`src/rtl/traffic_light_monitor.sv`:
```
// Passive conformance checker for a two-direction traffic light controller.
// Decodes the observed light codes into a phase every clock and flags illegal
// encodings, conflicting greens/yellows, out-of-order phases and wrong dwell
// times. Error flags are sticky until clear_errors; cycle_count tallies
// completed EW_Y->NS_G wraps.
module traffic_light_monitor #(
    parameter int unsigned GREEN_TIME     = 8,
    parameter int unsigned YELLOW_TIME    = 2,
    parameter int unsigned EMERGENCY_TIME = 4,
    parameter int unsigned CNT_W          = 8
) (
    input  logic             clk,
    input  logic             reset,
    input  logic [1:0]       ns_light,
    input  logic [1:0]       ew_light,
    input  logic             emergency,
    input  logic             clear_errors,
    output logic [2:0]       phase,
    output logic             locked,
    output logic             err_encoding,
    output logic             err_conflict,
    output logic             err_sequence,
    output logic             err_timing,
    output logic             err_any,
    output logic [CNT_W-1:0] cycle_count
);

    typedef enum logic [2:0] {
        PhNsG     = 3'd0,
        PhNsY     = 3'd1,
        PhEwG     = 3'd2,
        PhEwY     = 3'd3,
        PhAllRed  = 3'd4,
        PhUnknown = 3'd7
    } phase_e;

    phase_e           phase_q, phase_d;
    logic             locked_q, locked_d;
    logic             err_enc_q, err_enc_d;
    logic             err_conf_q, err_conf_d;
    logic             err_seq_q, err_seq_d;
    logic             err_tim_q, err_tim_d;
    logic [CNT_W-1:0] cycle_count_q, cycle_count_d;
    logic [7:0]       dwell_q, dwell_d;
    logic             emerg_q;

    phase_e samp_ph;
    logic   samp_enc;
    logic   samp_conf;
    logic   tr_ok;
    logic   tim_bad;
    logic   preempt;

    // Decode the current sample into a phase and classify illegal codes.
    always_comb begin
        samp_enc  = (ns_light == 2'b11) || (ew_light == 2'b11);
        samp_conf = !samp_enc && (ns_light != 2'b00) && (ew_light != 2'b00);
        case ({ns_light, ew_light})
            4'b10_00: samp_ph = PhNsG;
            4'b01_00: samp_ph = PhNsY;
            4'b00_10: samp_ph = PhEwG;
            4'b00_01: samp_ph = PhEwY;
            4'b00_00: samp_ph = PhAllRed;
            default:  samp_ph = PhUnknown;
        endcase
    end

    // Transition legality and dwell check for a move out of phase_q.
    // emerg_q is used because the controller's lights lag its emergency input.
    always_comb begin
        preempt = (samp_ph == PhAllRed) && emerg_q;
        case (phase_q)
            PhNsG:    tr_ok = (samp_ph == PhNsY);
            PhNsY:    tr_ok = (samp_ph == PhEwG);
            PhEwG:    tr_ok = (samp_ph == PhEwY);
            PhEwY:    tr_ok = (samp_ph == PhNsG);
            PhAllRed: tr_ok = (samp_ph == PhNsG) && !emerg_q;
            default:  tr_ok = 1'b0;
        endcase
        if (preempt) begin
            tr_ok = 1'b1;
        end
        case (phase_q)
            PhNsG, PhEwG: tim_bad = (32'(dwell_q) != GREEN_TIME);
            PhNsY, PhEwY: tim_bad = (32'(dwell_q) != YELLOW_TIME);
            PhAllRed:     tim_bad = (32'(dwell_q) < EMERGENCY_TIME);
            default:      tim_bad = 1'b0;
        endcase
    end

    // Next-state: resync, dwell tracking, sticky flags with set-over-clear.
    always_comb begin
        phase_d       = phase_q;
        locked_d      = locked_q;
        dwell_d       = dwell_q;
        cycle_count_d = cycle_count_q;
        err_enc_d     = clear_errors ? 1'b0 : err_enc_q;
        err_conf_d    = clear_errors ? 1'b0 : err_conf_q;
        err_seq_d     = clear_errors ? 1'b0 : err_seq_q;
        err_tim_d     = clear_errors ? 1'b0 : err_tim_q;

        if (samp_enc || samp_conf) begin
            phase_d  = PhUnknown;
            locked_d = 1'b0;
            dwell_d  = 8'd0;
            if (samp_enc) begin
                err_enc_d = 1'b1;
            end
            if (samp_conf) begin
                err_conf_d = 1'b1;
            end
        end else if (phase_q == PhUnknown) begin
            // Resync: adopt the phase without judging a partial dwell.
            phase_d = samp_ph;
            dwell_d = 8'd1;
        end else if (samp_ph == phase_q) begin
            dwell_d = (dwell_q == 8'hFF) ? dwell_q : dwell_q + 8'd1;
        end else begin
            phase_d  = samp_ph;
            dwell_d  = 8'd1;
            locked_d = 1'b1;
            if (!tr_ok) begin
                err_seq_d = 1'b1;
            end
            // First exit after resync has an unknown dwell, so it is not judged.
            if (locked_q && !preempt && tim_bad) begin
                err_tim_d = 1'b1;
            end
            if (tr_ok && (phase_q == PhEwY) && (samp_ph == PhNsG)) begin
                cycle_count_d = cycle_count_q + {{(CNT_W-1){1'b0}}, 1'b1};
            end
        end
    end

    // State registers with asynchronous active-high reset.
    always_ff @(posedge clk or posedge reset) begin
        if (reset) begin
            phase_q       <= PhUnknown;
            locked_q      <= 1'b0;
            err_enc_q     <= 1'b0;
            err_conf_q    <= 1'b0;
            err_seq_q     <= 1'b0;
            err_tim_q     <= 1'b0;
            cycle_count_q <= '0;
            dwell_q       <= 8'd0;
            emerg_q       <= 1'b0;
        end else begin
            phase_q       <= phase_d;
            locked_q      <= locked_d;
            err_enc_q     <= err_enc_d;
            err_conf_q    <= err_conf_d;
            err_seq_q     <= err_seq_d;
            err_tim_q     <= err_tim_d;
            cycle_count_q <= cycle_count_d;
            dwell_q       <= dwell_d;
            emerg_q       <= emergency;
        end
    end

    assign phase        = phase_q;
    assign locked       = locked_q;
    assign err_encoding = err_enc_q;
    assign err_conflict = err_conf_q;
    assign err_sequence = err_seq_q;
    assign err_timing   = err_tim_q;
    assign err_any      = err_enc_q | err_conf_q | err_seq_q | err_tim_q;
    assign cycle_count  = cycle_count_q;

endmodule

```
`config.mk`:
```
export PLATFORM = sky130hd
export DESIGN_NAME = traffic_light_monitor
export DESIGN_NICKNAME = d
export VERILOG_FILES = /design/src/rtl/traffic_light_monitor.sv
export SDC_FILE = /design/constraint.sdc
export NUM_CORES = 1
export LEC_CHECK = 0
export CAP_MARGIN = 10
export CORE_UTILIZATION = 45
export DETAILED_ROUTE_END_ITERATION = 8
export MAX_ROUTING_LAYER = met4
export PLACE_DENSITY = 0.7
export SYNTH_ARGS = -nofsm -noshare
export SYNTH_HDL_FRONTEND = slang
export SYNTH_SLANG_ARGS = --single-unit
```
`constraint.sdc`:
```
create_clock -name clk -period 5.25 [get_ports clk]
set_clock_uncertainty 0.15 [all_clocks]
set_input_delay 1.05 -clock clk [delete_from_list [all_inputs] [get_ports clk]]
set_output_delay 1.05 -clock clk [all_outputs]
set_load 0.03 [all_outputs]
```
---- Yosys cells after proc, flatten, opt, wreduce, memory -nomap -nowiden ----
Index checks and enable logic that the tools add are counted.
cells by class
  $add $sub $neg .......................... 2
  order comparisons ....................... 1
  equality and inequality tests ........... 23
  mux-type cells .......................... 30
  bitwise logic cells ..................... 6
  reductions and logical operators ........ 22
operators with widths
  cell                                                                    number
  8-bit 2-to-1 mux                                                        4
  1-bit 2-to-1 mux                                                        20
  8-bit by 1-bit adder with 8-bit output (second input constant)          2
  3-bit case mux with 5 select lines                                      1
  3-bit by 2-bit equality test with 1-bit output (second input constant)  4
  3-bit equality test (second input constant)                             3
  3-bit 2-to-1 mux                                                        3
  8-bit equality test (second input constant)                             1
  1-bit logical AND                                                       8
  8-bit by 3-bit < comparator with 1-bit output (second input constant)   1
  8-bit by 2-bit != test with 1-bit output (second input constant)        1
  8-bit by 4-bit != test with 1-bit output (second input constant)        1
  3-bit by 1-bit equality test with 1-bit output (second input constant)  2
  3-bit zero test                                                         2
  1-bit case mux with 5 select lines                                      1
  2-bit equality test (second input constant)                             2
  4-bit by 1-bit equality test with 1-bit output (second input constant)  1
  4-bit by 2-bit equality test with 1-bit output (second input constant)  1
  4-bit by 3-bit equality test with 1-bit output (second input constant)  1
  4-bit equality test (second input constant)                             1
  4-bit zero test                                                         1
  2-bit != test (second input constant)                                   2
  4-bit != test (second input constant)                                   1
  4-bit AND reduction                                                     1
  10 further kinds                                                        19
storage, ports and cells
  register bits after elaboration ......... 25
  bits of input ports ..................... 8
  logic and storage cells ................. 93

---- Depth between registers and ports, before layout ----
  depth in word-level cells ............... 11
  mapped depth ............................ 6
  depth with buffers taken out ............ 6

---- Least setup slack after synthesis ----
No wires, ideal clock.
  path type ............................... input to register
  from .................................... input ns_light[0]
  to ...................................... register err_seq_q (netlist: err_sequence)
  data arrival time ....................... 2398 ps
  required time ........................... 4999 ps
  setup slack ............................. 2601 ps
  stages on the path ...................... 4
  path buffers ............................ 0
  cells stage by stage .................... or4b_4 > o311a_4 > a311o_1 > o32ai_1
on the way
  cells in the longest elaborated chain, start to end .. 10
  elaborated cells on any way between the ends .. 27
ends and longest elaborated chain
  what                                                                    line    text
  from (decl)                                                             14      input logic [1:0] ns_light,
  4-bit by 1-bit equality test with 1-bit output (tied with other cells)  58      case ({ns_light, ew_light})
  3-bit case mux with 5 select lines                                      58
  3-bit zero test                                                         76, 77
  1-bit logical AND                                                       77      PhAllRed: tr_ok = (samp_ph == PhNsG) && !emerg_q;
  1-bit case mux with 5 select lines                                      72      case (phase_q)
  1-bit 2-to-1 mux                                                        80      if (preempt) begin
  1-bit 2-to-1 mux                                                        122     if (!tr_ok) begin
  1-bit 2-to-1 mux                                                        116     end else if (samp_ph == phase_q) begin
  1-bit 2-to-1 mux                                                        112     end else if (phase_q == PhUnknown) begin
  1-bit 2-to-1 mux *                                                      102     if (samp_enc || samp_conf) begin
  via err_seq_d                                                           41      logic err_seq_q, err_seq_d;
  to (signal assigned)                                                    152     err_seq_q <= err_seq_d;
  to (decl)                                                               41
The timed path passes the listed nets; every way through them passes the cells marked *.
A chain may end at the register's enable or synchronous reset.

---- Final worst setup path ----
  from .................................... input ns_light[1]
  to ...................................... register err_seq_q (netlist: err_sequence)
The elaborated chain is that of the path after synthesis.

==> run metrics <==
CTS buffer count 3; largest net degree at the start of global routing 26; Clock Pin Slew Worst Setup and Hold Paths about 140 ps; Non-Filler Instances about 210; Seq/Total Area, Yosys 0.445; Syn-to-layout area delta 20.8%; syn_nets around 160; gr usage total 0.193; CTS tree built; first-pass GRT wire length between 4 and 5 mm; post-synthesis xor/xnor area fraction 0.0743; Synth Area in Compound Gates 0.164; Data arrival, critical path between 3000 and 4000 ps; Worst EP required roughly 5300 ps; clk buf depth 2; Final nets between 150 and 200; worst hold stages 1; placed cell areas around 1700 um2; post-route ant nets 0; post-layout util 0.594; vias per inst between 5 and 6; Worst R2R Path Depth 5; CTS HTree Levels 1; Initial Util 0.492; Synth Flop Type dfrtp_1; WHS Endpoint cycle_count[7]$_DFFE_PP0P_; Sink Count 25; Worst Hold Slack 334 ps; Crit Path Class input pin to flip-flop; Post-Synth Adder-Cell Area 0.0248; Worst Setup End Kind flip-flop; ys async rst share 1.00; count of pins over their slew limit 0; DIE AREA 3370 um2; detail-routed net length per standard cell ~14 um; worst skew pair latency about 320 ps; post_cts resized 0; CORE AREA 2880 um2; Slew @ Worst Pin 929 ps; # port buffers 24; status finished, final reports clean; post-synthesis register bit count 25; design area 1710 um2; via count 1167; drt total wl between 2 and 3 mm; DP Cell Count slightly above 200; Cell Pwr Density around 240 nW/um2; FILL cells around 240; Post-synth EDFFs 0; die width 58.1 um; dpl hpwl approximately 2.2 mm; cells along the critical path clkdlybuf4s50_1, or4b_4, o311a_4, a311o_1, o32ai_1; RSZ-0062 raised after global routing no; worst hold path type flip-flop to flip-flop; DRT iter0 DRCs just under 70; DRC viols 0; post-synthesis simple-gate area fraction 0.220; reg2reg start phase[0]$_DFFE_PP1P_; Avg Inst Size Synth 9.75 um2; Max VDD drop 0.000261 V; Rel. slew slack 0.380; delay-heaviest family, CP compound AO/OA/AOI/OAI gates; hold path start cycle_count[7]$_DFFE_PP0P_; Cells after Synth approximately 150; WP buf/inv 1; main combinational cell family by area after synthesis simple AND/OR/NAND/NOR gates; CP peak stage delay roughly 790 ps; Ports 25; count of cell types in the netlist 50; DIE HEIGHT 58.1 um; CTS hold repair buffers 0; Antenna diodes 0; Final GP Congestion between 0.8 and 0.9; total congestion overflow 0; CP max FO 15; drt pass-1 iters 4; FMAX slightly above 300 MHz; Post-Syn Area between 1000 and 1500 um2; Leak Pwr between 0.0007 and 0.0008 uW; Rows 19; share of cells above drive strength 1 0.0663; Post-CTS Setup Bufs 0; Max-Cap Viols 0; initial antenna violation count 0; end of the worst register-to-register path err_sequence$_DFF_PP0_; setup TNS 0 ps; vias in the first global route ~1100; root buf cell clkbuf_4; nature of the critical path startpoint input pin; final hold viol count 0; proportion of synthesized area in mux cells 0.0292; final setup vio count 0; reg2reg setup slack 3180 ps; Final Cycle Share 0.615; post-layout min period between 3000 and 4000 ps; Crit-path slowest cell clkdlybuf4s50_1; synthesis warning total 0
==> routing by layer <==
| metal | up-vias | routed length (um) | global-route usage | part of all wire |
|---|---|---|---|---|
| met2 | 23 | 1500 | 0.327 | 0.51 |
| li1 | 577 | - | - | - |
| met3 | 4 | 109 | 0.0536 | 0.037 |
| met4 | 0 | 29 | 0.0374 | 0.010 |
| met1 | 563 | 1270 | 0.232 | 0.44 |
| met5 | - | 0 | - | 0 |
==> sequential cells by signal (all words and copies together) (netlist names) <==
name,cells
phase,3
err_conflict,1
dwell_q,8
err_timing,1
locked,1
err_sequence,1
emerg_q,1
err_encoding,1
cycle_count,8
==> Yosys cell counts (2+ instances only) <==
cell | n | share of area
dfrtp_1 | 22 | 0.39
nand2_1 | 12 | 0.032
inv_1 | 9 | 0.024
nor2_1 | 9 | 0.024
xnor2_1 | 8 | 0.050
nand4_1 | 6 | 0.027
a21oi_1 | 5 | 0.018
and3_1 | 5 | 0.022
clkbuf_1 | 5 | 0.013
xor2_1 | 4 | 0.025
dfstp_2 | 3 | 0.056
mux2i_1 | 3 | 0.021
nand3_1 | 3 | 0.011
nor3_1 | 3 | 0.011
o21ai_0 | 3 | 0.011
o32ai_1 | 3 | 0.019
a211oi_1 | 2 | 0.011
buf_1 | 2 | 0.0053
ha_1 | 2 | 0.018
nand2b_1 | 2 | 0.0088
o211ai_1 | 2 | 0.011
o21a_1 | 2 | 0.011
o21ai_1 | 2 | 0.0071
or4_1 | 2 | 0.011
==> how the worst max path moves through the flow <==
stage	cells after the start	endpoint	slack, ps	from
after global placement	5	err_timing$_DFF_PP0_	1800	ns_light[1]
after CTS	5	err_sequence$_DFF_PP0_	2040	ns_light[1]
after floorplan	4	err_sequence$_DFF_PP0_	2600	ns_light[0]
after detailed placement	5	err_sequence$_DFF_PP0_	1710	ns_light[1]
after global routing	5	err_sequence$_DFF_PP0_	1930	ns_light[1]
final	5	err_sequence$_DFF_PP0_	2020	ns_light[1]
==> layout by cell type (no fill, tap or decap), drive strengths merged, types with 4 or more instances in the layout <==
| cell | instances |
|---|---|
| o21ai | 5 |
| xnor2 | 8 |
| clkdlybuf4s50 | 24 |
| nor2 | 9 |
| a21oi | 5 |
| and3 | 5 |
| nand4 | 6 |
| xor2 | 4 |
| nand2 | 12 |
| inv | 9 |
| nor3 | 4 |
| dfrtp | 22 |
==> power by group <==
part           internal, uW  leakage, uW  switching, uW  total (uW)
logic                  44.8     0.000388           58.7         103
clock network          28.5    0.0000177           57.0        85.5
registers               206     0.000327           18.4         224
total                   279     0.000733            134         413
==> cell type report <==
type	instances	area (um2)	share of cell area
Inverter	9	33.8	0.0198
Multi-Input combinational cell	104	724	0.424
Timing Repair Buffer	24	240	0.141
Clock buffer	3	22.5	0.0132
Tap cell	42	52.6	0.0308
Sequential cell	25	629	0.368
Clock inverter	1	5.00	0.00293
==> metrics by stage <==
| step | worst slack, ps | power (uW) |
|---|---|---|
| 3_3_place_gp | 1800 | 329 |
| 3_5_place_dp | 1710 | 332 |
| 6_report | 2020 | 413 |
| 5_1_grt | 1930 | 434 |
| 4_1_cts | 2040 | 418 |
| 2_1_floorplan | 2600 | 290 |
==> cells by family (layout without fill, tap and decap cells) <==
family | count (synthesis) | after routing
AOI/OAI and AO/OA | 31 | 31
and+or+nand+nor | 54 | 54
adders and majority gates | 3 | 3
buffers and inverters | 16 | 37
xor gates and xnor gates | 12 | 12
muxes | 4 | 4
DFF | 25 | 25
Note: power is estimated with default switching activity, not from simulation.
